==> src/rtl/gelato_warp_fetch_scheduler.sv <==
// Warp fetch scheduler: picks one eligible warp per cycle (LRR or GTR)
// and registers its PC/split index into a valid/ready output stage.
module gelato_warp_fetch_scheduler #(
    parameter int WARP_NUM   = 8,
    parameter int PC_W       = 32,
    parameter int SPLIT_W    = 4,
    parameter int GREEDY_MAX = 4,
    localparam int WARP_W    = (WARP_NUM > 2) ? $clog2(WARP_NUM) : 1,
    localparam int BURST_W   = $clog2(GREEDY_MAX + 1)
) (
    input  logic                         clk,
    input  logic                         rst_n,
    input  logic                         rdy,
    input  logic                         mode,
    input  logic [WARP_NUM-1:0]          warp_valid,
    input  logic [WARP_NUM-1:0]          warp_stall,
    input  logic [WARP_NUM*PC_W-1:0]     warp_pc,
    input  logic [WARP_NUM*SPLIT_W-1:0]  warp_split,
    output logic [WARP_NUM-1:0]          selected,
    output logic                         out_valid,
    input  logic                         out_ready,
    output logic [PC_W-1:0]              out_pc,
    output logic [WARP_W-1:0]            out_warp,
    output logic [SPLIT_W-1:0]           out_split,
    input  logic                         done_valid,
    input  logic [WARP_W-1:0]            done_warp
);

    logic [WARP_NUM-1:0] in_flight;
    logic [WARP_NUM-1:0] elig;
    logic [WARP_NUM-1:0] clr;
    logic [WARP_NUM-1:0] onehot;
    logic [WARP_NUM-1:0] sel_q;
    logic [WARP_W-1:0]   last_warp;
    logic [WARP_W-1:0]   rr_pick;
    logic [WARP_W-1:0]   pick;
    logic [BURST_W-1:0]  burst_cnt;
    logic [PC_W-1:0]     pc_n;
    logic [SPLIT_W-1:0]  split_n;
    logic                greedy;
    logic                load;

    assign elig = warp_valid & ~warp_stall & ~in_flight;

    // Out-of-range done_warp values never match any slot.
    always_comb begin
        clr = '0;
        for (int i = 0; i < WARP_NUM; i++) begin
            clr[i] = rdy & done_valid & (done_warp == WARP_W'(i));
        end
    end

    // Scan from the far end so the nearest eligible warp wins last.
    always_comb begin : rr_scan
        logic [WARP_W:0] idx;
        idx     = '0;
        rr_pick = '0;
        for (int k = WARP_NUM; k >= 1; k--) begin
            idx = {1'b0, last_warp} + (WARP_W + 1)'(k);
            if (idx >= (WARP_W + 1)'(WARP_NUM)) begin
                idx = idx - (WARP_W + 1)'(WARP_NUM);
            end
            if (elig[idx[WARP_W-1:0]]) begin
                rr_pick = idx[WARP_W-1:0];
            end
        end
    end

    assign greedy = mode & elig[last_warp]
                  & (burst_cnt < BURST_W'(GREEDY_MAX));
    assign pick   = greedy ? last_warp : rr_pick;
    assign load   = rdy & (|elig) & (~out_valid | out_ready);

    always_comb begin
        pc_n    = '0;
        split_n = '0;
        onehot  = '0;
        for (int i = 0; i < WARP_NUM; i++) begin
            if (pick == WARP_W'(i)) begin
                pc_n      = warp_pc[i*PC_W +: PC_W];
                split_n   = warp_split[i*SPLIT_W +: SPLIT_W];
                onehot[i] = 1'b1;
            end
        end
    end

    always_ff @(posedge clk or negedge rst_n) begin
        if (!rst_n) begin
            out_valid <= 1'b0;
            out_pc    <= '0;
            out_warp  <= '0;
            out_split <= '0;
            sel_q     <= '0;
            last_warp <= WARP_W'(WARP_NUM - 1);
            in_flight <= '0;
            burst_cnt <= '0;
        end else begin
            sel_q <= '0;
            if (rdy) begin
                in_flight <= (in_flight & ~clr) | (load ? onehot : '0);
                if (load) begin
                    out_valid <= 1'b1;
                    out_pc    <= pc_n;
                    out_warp  <= pick;
                    out_split <= split_n;
                    sel_q     <= onehot;
                    last_warp <= pick;
                end else if (out_ready) begin
                    out_valid <= 1'b0;
                end
                if (!mode) begin
                    burst_cnt <= '0;
                end else if (load) begin
                    if (pick != last_warp) begin
                        burst_cnt <= BURST_W'(1);
                    end else if (burst_cnt != BURST_W'(GREEDY_MAX)) begin
                        burst_cnt <= burst_cnt + BURST_W'(1);
                    end
                end
            end
        end
    end

    assign selected = sel_q & {WARP_NUM{rdy}};

endmodule

==> config.mk <==
export PLATFORM = sky130hd
export DESIGN_NAME = gelato_warp_fetch_scheduler
export DESIGN_NICKNAME = d
export VERILOG_FILES = /design/src/rtl/gelato_warp_fetch_scheduler.sv
export SDC_FILE = /design/constraint.sdc
export NUM_CORES = 1
export LEC_CHECK = 0
export CAP_MARGIN = 15
export CORE_AREA = 2 2 139 141
export CTS_CLUSTER_SIZE = 30
export DETAILED_ROUTE_END_ITERATION = 12
export DIE_AREA = 0 0 141 143
export GPL_ROUTABILITY_DRIVEN = 0
export PLACE_DENSITY = 0.74
export SETUP_SLACK_MARGIN = 0.15
export SYNTH_ARGS = -nofsm -noshare
export SYNTH_HDL_FRONTEND = slang
export SYNTH_SLANG_ARGS = --single-unit
==> constraint.sdc <==
create_clock -name clk -period 5.1 [get_ports clk]
set_input_delay 1.02 -clock clk [delete_from_list [all_inputs] [get_ports clk]]
set_output_delay 1.02 -clock clk [all_outputs]
set_load 0.02 [all_outputs]
=== Word level (Yosys, flattened, before mapping) ===
Cells that the tools add are included.
Widths: inputs -> output; s select.

* Bits in registers: 62
* Latch bits: 0
* RAM bits: 0
* ROM bits: 0
* Bits of input ports: 313
* Output and inout port bits: 48
* Word-level logic and storage cells: 158
* Memories: 0

* Add/sub/neg operators: 17
* Multipliers: 0
* Divide/modulo/power cells: 0
* Order comparisons: 18
* Eq/ne operators: 18
* Shift operators: 0
* Mux-type cells: 67
* Bitwise gates (word level): 23
* Reductions and logical operators: 7

{| class="wikitable"
|+ Operators by type and width
! cell !! count
|-
| $mux 32 || 8
|-
| $mux 3 || 21
|-
| $lt 3x4->1 const B || 9
|-
| $and 8x8->8 || 4
|-
| $ge 4x4->1 const B || 8
|-
| $mux 4 || 8
|-
| $bmux 1 s3 || 9
|-
| $eq 3x3->1 const B || 8
|-
| $not 8->8 || 3
|-
| $sub 3x1->3 const B || 8
|-
| $mux 1 || 19
|-
| $add 3x3->4 const B || 4
|-
| $mux 8 || 2
|-
| $and 1x1->1 || 13
|-
| $eq 3x2->1 const B || 4
|-
| $add 3x2->4 const B || 2
|-
| $or 8x8->8 || 1
|-
| $reduce_or 8->1 || 1
|-
| $eq 3x1->1 const B || 2
|-
| $logic_not 3->1 || 2
|-
| $add 3x1->4 const B || 1
|-
| $add 3x4->4 const B || 1
|-
| $reduce_and 2->1 || 2
|-
| $add 3x1->3 const B || 1
|-
| other kinds (9) || 9
|}

=== Logic depth before layout (Yosys ltp) ===
Gate-level depths: netlist of the first run.

* Depth in word-level cells: 23
* Gate-level depth with buffers: 20
* Mapped depth without buffers: 12

=== Worst setup path before layout of the first run ===
OpenSTA, ideal clock, no wires.

* Kind: register -> register
* Start point: reg last_warp[1]
* End point: reg out_pc[12]
* Library setup time: 0.134 ns
* Arrival: 4.397 ns
* Required time: 4.966 ns
* Path slack: 0.569 ns
* Cell stages (with the launch flop): 18
* Path buffers: 5
* Clock period less this slack: 4.531 ns
* Cells stage by stage: dfstp_2 buf_2 buf_2 clkinv_1 ha_1 buf_2 buf_6 nor4b_1 a211oi_1 a221oi_1 a211oi_1 and3_1 o2111a_1 nor2_1 clkbuf_1 mux2_2 a2111oi_0 a21oi_1

* Longest elaborated chain between the ends: 23
* Elaborated cells on any way between the ends: 77
* Classes of those cells: 16 x add/sub; 8 x order compare; 7 x eq/ne; 43 x mux; 2 x bitwise; 1 x reduce/logical

{| class="wikitable"
|+ RTL lines
! element !! RTL line !! text
|-
| start: declaration || 34 || <nowiki>logic [WARP_W-1:0] last_warp;</nowiki>
|-
| start signal: assignment || 94 || <nowiki>last_warp <= WARP_W'(WARP_NUM - 1);</nowiki>
|-
| start signal: assignment || 107 || <nowiki>last_warp <= pick;</nowiki>
|-
| $add 3x4->4 || 59 || <nowiki>idx = {1'b0, last_warp} + (WARP_W + 1)'(k);</nowiki>
|-
| $ge 4x4->1 / $sub 3x1->3 (equally long branches) || 60, 61 ||
|-
| $mux 3 || 60 || <nowiki>if (idx >= (WARP_W + 1)'(WARP_NUM)) begin</nowiki>
|-
| $bmux 1 s3 || 63 || <nowiki>if (elig[idx[WARP_W-1:0]]) begin</nowiki>
|-
| $mux 1 (not written as such) || 63 ||
|-
| $mux 3 (8 in series) || 63 ||
|-
| $mux 3 (*) || 71 || <nowiki>assign pick = greedy ? last_warp : rr_pick;</nowiki>
|-
| $logic_not 3->1 || 79 || <nowiki>if (pick == WARP_W'(i)) begin</nowiki>
|-
| $mux 32 (7 in series) || 79 ||
|-
| $mux 32 (*) || 79 ||
|-
| end signal: assignment || 103 || <nowiki>out_pc <= pc_n;</nowiki>
|-
| end: declaration || 22 || <nowiki>output logic [PC_W-1:0] out_pc,</nowiki>
|}

Every way passes the cells marked *; elsewhere a longest branch is shown, timed or not. The select of a mux whose other input is x is not followed.
A chain may end at the register's enable or synchronous reset.

=== Worst setup path in the final report of the first run ===
* Start point: in warp_stall[2]
* End point: reg out_pc[5]

* Longest elaborated chain between the ends: 23
* Elaborated cells on any way between the ends: 52
* Classes of those cells: 7 x eq/ne; 35 x mux; 7 x bitwise; 3 x reduce/logical

{| class="wikitable"
|+ RTL lines
! element !! RTL line !! text
|-
| start: declaration || 16 || <nowiki>input logic [WARP_NUM-1:0] warp_stall,</nowiki>
|-
| $not 8->8 (*) || 43 || <nowiki>assign elig = warp_valid & ~warp_stall & ~in_flight;</nowiki>
|-
| $and 8x8->8 (*) (2 in series) || 43 ||
|-
| $bmux 1 s3 || 63 ||
|-
| $mux 1 (not written as such) || 63 ||
|-
| $mux 3 (8 in series) || 63 ||
|-
| $mux 3 || 71 ||
|-
| $logic_not 3->1 || 79 ||
|-
| $mux 32 (8 in series) || 79 ||
|}

Marked as above.

==> flow_metrics.env, run 1 <==
export IMPL_status="finished, final reports clean"
export IMPL_ios=361
export IMPL_ir_worst_vdd_mv=0.674
export IMPL_synth_seq_cells=62
export IMPL_drt_iter0_drc=639
export IMPL_syn_avg_cell_area_um2=9.21
export IMPL_wl_per_cell_um=24.1
export IMPL_wl_um=31500
export IMPL_antenna_found_initial=7
export IMPL_synth_area_leaders="dfrtp_1 22%, mux2_2 12%, a41o_1 5.3%, a2111oi_0 4.9%, a22oi_1 4.2%"
export IMPL_cts_made_buffers=9
export IMPL_ys_top_cells_by_count="71 x mux2_2, 59 x dfrtp_1, 43 x a21oi_1"
export IMPL_synth_area_leader_cell="dfrtp_1"
export IMPL_cap_violations=0
export IMPL_dp_hpwl_um=24200
export IMPL_finClkSkew_ps=8.99
export IMPL_worst_ep_arrival_time_ps=5080
export IMPL_relSlewSlack_pct=30.1
export IMPL_clkTransAtPathRegs_ps=60
export IMPL_start_util_pct=35.4
export IMPL_fmax_mhz=205
export IMPL_clkLatencyLatePin_ps=340
export IMPL_synthCells=713
export IMPL_synth_flop_cell="dfrtp_1"
export IMPL_finalSetupTns_ps=0
export IMPL_clk_root_buffer_cell="clkbuf_16"
export IMPL_grt_pass1_wl_um=46000
export IMPL_core_area_um2=18600
export IMPL_synth_cell_types=77
export IMPL_postCtsSetupRepairBufs=0
export IMPL_clock_sinks=62
export IMPL_row_count=50
export IMPL_final_cells=1309
export IMPL_hold_viol_final=0
export IMPL_die_y_um=143
export IMPL_crit_path_end_kind="flop"
export IMPL_drc=0
export IMPL_placed_cells=1290
export IMPL_async_flop_share_pct=100
export IMPL_firstDrtPassIters=5
export IMPL_crit_required_ps=5310
export IMPL_dieWidth_um=141
export IMPL_hold_class="reg -> reg"
export IMPL_synthToLayoutAreaGrowth_pct=66.7
export IMPL_synth_enable_flop_cells=0
export IMPL_grt_max_degree=43
export IMPL_yosysWarnings=0
export IMPL_portBuffers=360
export IMPL_setup_violations=0
export IMPL_vias=7929
export IMPL_synth_top_area_share_pct=22.5
export IMPL_rsz0062_at_grt="false"
export IMPL_cts_hold_buf=0
export IMPL_criticalPathCategory="in -> reg"
export IMPL_power_mw=10.5
export IMPL_cts_max_level=3
export IMPL_cp_max_fo=27
export IMPL_grt_usage_pct=30.1
export IMPL_start_kind="input port"
export IMPL_hold_ws_ps=486
export IMPL_fin_crit_ps=4870
export IMPL_worst_pin_slew_ps=1050
export IMPL_yosysMostFrequentCell="mux2_2"
export IMPL_maxSlewViolCount=0
export IMPL_power_density_nw_per_um2=962
export IMPL_cts_buffer_depth=2
export IMPL_ant_nets=0
export IMPL_drive_gt1_share_pct=18.8
export IMPL_cts_tree="built"
export IMPL_nets=1384
export IMPL_grt_pass1_vias=7862
export IMPL_viasPerCell=6.06
export IMPL_ys_seq_area_share_pct=23.7
export IMPL_syn_cell_area_um2=6570
export IMPL_leakage_nw=4.26
export IMPL_syn_num_nets=1030
export IMPL_grt_ovfl_total=0
export IMPL_die_area_um2=20200
export IMPL_period_share_pct=95.5
## final timing paths
path                               startpoint            to  slack [ps]  depth (start not counted)
worst max-delay path            warp_stall[2]     out_pc[5]         230                         12
worst min-delay path              out_warp[0]   out_warp[0]         490                          2
worst max register to register   last_warp[1]     out_pc[5]         430                         14
worst min register to register    out_warp[0]   out_warp[0]         490                          2
max in group asynchronous               rst_n  in_flight[7]        3290                          2
min in group asynchronous               rst_n    out_pc[27]         860                          1
## cell usage in the layout (no fill, tap or decap), drive strengths merged, types with 4 or more instances in the layout
master	count
nor4b	5
o21ai	28
o211ai	4
a41o	35
nor2	18
and2	12
nor3	11
nor3b	10
mux4	8
o22ai	41
nand2	35
a22oi	37
or3b	8
a21o	6
clkdlybuf4s50	359
a21oi	43
nand2b	14
mux2i	27
mux2	71
a2111oi	39
buf	55
a21boi	4
dfrtp	59
inv	12
o221ai	6
and3	36
a211oi	6
nand3	4
clkbuf	9
or2	5
ha	4
## registers in the layout (all words and copies together), names as in the netlist
name       count
burst_cnt      3
out_warp       3
out_split      4
out_pc        32
sel_q          8
in_flight      8
out_valid      1
last_warp      3
## cell families after synthesis
group                    after synthesis  synth area share (%)
buffers and inverters                 81                  6.09
adder cells (fa/ha/maj)                4                 0.762
multiplexers                         106                  19.0
flip-flops                            62                  23.7
AO/OA/AOI/OAI                        283                  33.7
XOR/XNOR                               4                 0.648
AND/OR/NAND/NOR                      173                  16.1
## through the flow
stage,instance area (um2),setup WS (ps),util (%)
finish,11000,228,59.0
global route,11000,152,59.0
CTS,10900,285,58.8
detailed placement,10700,-66.9,57.3
global placement,10700,-0.980,57.3
floorplan,6570,569,-
## layout make-up
class | instances | area, um2
inverters | 10 | 37.5
clock buffers | 9 | 225
well taps | 234 | 293
fillers | 1605 | 7630
diodes | 3 | 7.51
flip-flops and latches | 62 | 1560
multi-input cells | 570 | 4670
repair buffers | 414 | 4100
clock inverters | 7 | 57.6
## routing by layer
| layer | global-route usage, % | wire length [um] | up-vias |
|---|---|---|---|
| met3 | 7.68 | 2700 | 83 |
| met1 | 38.4 | 12500 | 3785 |
| met5 | 0 | 54 | - |
| met4 | 11.8 | 1110 | 8 |
| li1 | - | - | 3606 |
| met2 | 48.9 | 15100 | 447 |
## power breakdown
| part | internal (mW) | switching [mW] |
|---|---|---|
| Clock | 0.335 | 0.269 |
| Combinational | 4.01 | 4.96 |
| Sequential | 0.762 | 0.201 |
## worst max-delay path, cell delays in order
cell and delay [ps]:
clkdlybuf4s50_1 450, or3b_1 530, mux4_2 590, or3_1 380, and3_1 200, o2111a_1 310
nor2_4 120, buf_12 180, buf_12 210, mux2_2 370, a2111oi_0 560, a21oi_1 140
## timing repair
item / in CTS / in global routing
endpoints found under the setup margin: 0 / 3
gates resized for setup: 0 / 3
endpoints found under the hold margin: 0 / 0
Power figures use the tool's default switching activity.
==> run 2, diff against run 1 <==
==> constraint.sdc (replaced) <==
create_clock -name clk -period 5.1 [get_ports clk]
set_input_delay 1.275 -clock clk [delete_from_list [all_inputs] [get_ports clk]]
set_output_delay 1.275 -clock clk [all_outputs]
set_load 0.02 [all_outputs]
==> flow_metrics.env, run 2 (synthesis gave the netlist of run 1 again) <==
export IMPL_status="finished, final reports clean"
export IMPL_dieWidth_um=141
export IMPL_grt_pass1_vias=8092
export IMPL_crit_path_end_kind="flop"
export IMPL_final_cells=1352
export IMPL_layout_common_cells="359 x clkdlybuf4s50_1, 84 x buf_4, 71 x mux2_2"
export IMPL_finish_utilization_pct=61.4
export IMPL_grt_ovfl_total=0
export IMPL_biggestRegsByFlops="out_pc: 32 flops, in_flight: 8 flops, sel_q: 8 flops"
export IMPL_layout_commonest_cell="clkdlybuf4s50_1"
export IMPL_power_mw=11.6
export IMPL_nFillCells=1545
export IMPL_portBuffers=360
export IMPL_vias=8163
export IMPL_worst_path_most_repeated_cell="buf_4"
export IMPL_clkTransAtPathRegs_ps=60
export IMPL_clkLatencyLatePin_ps=340
export IMPL_viasPerCell=6.04
export IMPL_cap_violations=0
export IMPL_worst_ep_arrival_time_ps=5120
export IMPL_critical_path_top_delay_family="simple AND/OR/NAND/NOR gates"
export IMPL_nets=1427
export IMPL_ant_nets=0
export IMPL_grt_pass1_wl_um=47100
export IMPL_crit_required_ps=5310
export IMPL_die_y_um=143
export IMPL_firstDrtPassIters=5
export IMPL_largest_reg_flops=32
export IMPL_period_share_pct=96.2
export IMPL_crit_chain="clkdlybuf4s50_1 > buf_4 > or3b_1 > mux4_2 > or3_1 > and3_1 > o2111a_1 > or2_2 > buf_4 > a41o_1 > a2111oi_1 > a21oi_1"
export IMPL_row_count=50
export IMPL_finalSetupTns_ps=0
export IMPL_cts_max_level=3
export IMPL_fmax_mhz=204
export IMPL_cts_resized=1
export IMPL_dp_hpwl_um=25200
export IMPL_top_register="out_pc"
export IMPL_cts_made_buffers=9
export IMPL_critPathSlowestCell="clkdlybuf4s50_1"
export IMPL_drc=0
export IMPL_cp_max_fo=16
export IMPL_leakage_nw=4.52
export IMPL_wl_per_cell_um=23.4
export IMPL_postCtsSetupRepairBufs=0
export IMPL_finClkSkew_ps=6.94
export IMPL_cts_hold_buf=0
export IMPL_power_density_nw_per_um2=1010
export IMPL_grt_max_degree=38
export IMPL_start_kind="input port"
export IMPL_post_place_ws_ps=-160
export IMPL_crit_path_max_incr_delay_ps=510
export IMPL_drive_gt1_share_pct=22.2
export IMPL_hold_class="reg -> reg"
export IMPL_seq_area_um2=1560
export IMPL_antenna_found_initial=5
export IMPL_setup_violations=0
export IMPL_worst_pin_slew_ps=1000
export IMPL_clk_root_buffer_cell="clkbuf_16"
export IMPL_grt_usage_pct=30.5
export IMPL_ios=361
export IMPL_rsz0062_at_grt="true"
export IMPL_cts_tree="built"
export IMPL_maxSlewViolCount=0
export IMPL_hold_viol_final=0
export IMPL_crit_buf_inv=3
export IMPL_synthToLayoutAreaGrowth_pct=73.8
export IMPL_wl_um=31700
export IMPL_fin_ws_ps=192
export IMPL_ir_worst_vdd_mv=0.616
export IMPL_placed_cells=1333
export IMPL_multi_input_area_um2=4730
export IMPL_drt_iter0_drc=579
export IMPL_start_util_pct=35.4
export IMPL_clock_sinks=62
export IMPL_fin_crit_ps=4910
export IMPL_cts_buffer_depth=2
export IMPL_core_area_um2=18600
export IMPL_relSlewSlack_pct=33.3
export IMPL_criticalPathCategory="in -> reg"
export IMPL_die_area_um2=20200
==> run 2: cell count changes in the layout (fill, tap and decap cells not counted), sizes merged <==
cell      delta
buf         +43
bufinv       +1
clkbuf       +1
clkinv       +1
clkinvlp     -2
inv          -1
==> run 2: power by group <==
part	total, mW	internal (mW)	switching (mW)
Clock	0.651	0.395	0.255
Combinational	9.92	4.75	5.18
Sequential	0.977	0.762	0.215
Total	11.6	5.91	5.65
==> run 2: path summary, 6_finish.rpt <==
kind / startpoint / endpoint / slack, ps / cells after the start
min in group asynchronous: rst_n / out_pc[18] / 1080 / 1
max reg2reg: last_warp[1] / out_pc[1] / 510 / 12
min: out_warp[0] / out_warp[0] / 490 / 2
max: warp_valid[3] / out_pc[2] / 190 / 12
min reg2reg: out_warp[0] / out_warp[0] / 490 / 2
max in group asynchronous: rst_n / last_warp[1] / 3050 / 2
==> run 2: tightest hold or removal path: stages (launching register included) <==
cell and delay [ps]:
dfrtp_1 340, nand2_1 50, nand2_1 60
==> run 2: final cells by class <==
type	count	share of cell area, %
Sequential cell	62	13.6
Timing Repair Buffer	457	39.3
Clock inverter	6	0.603
Antenna cell	3	0.0658
Inverter	10	0.329
Multi-Input combinational cell	570	41.4
Clock buffer	10	2.09
Tap cell	234	2.56
==> run 2: through the flow <==
| stage | hold slack, ps | cell area [um2] |
|---|---|---|
| floorplan | 491 | 6570 |
| global placement | 459 | 11000 |
| detailed placement | 473 | 11000 |
| CTS | 497 | 11300 |
| global route | 518 | 11400 |
| finish | 486 | 11400 |
==> run 2: per-layer routing <==
layer	share of wire, %	track usage (%)
met4	2.3	8.53
met2	50	51.5
met5	0.085	0
met1	40	39.0
met3	7.8	7.71
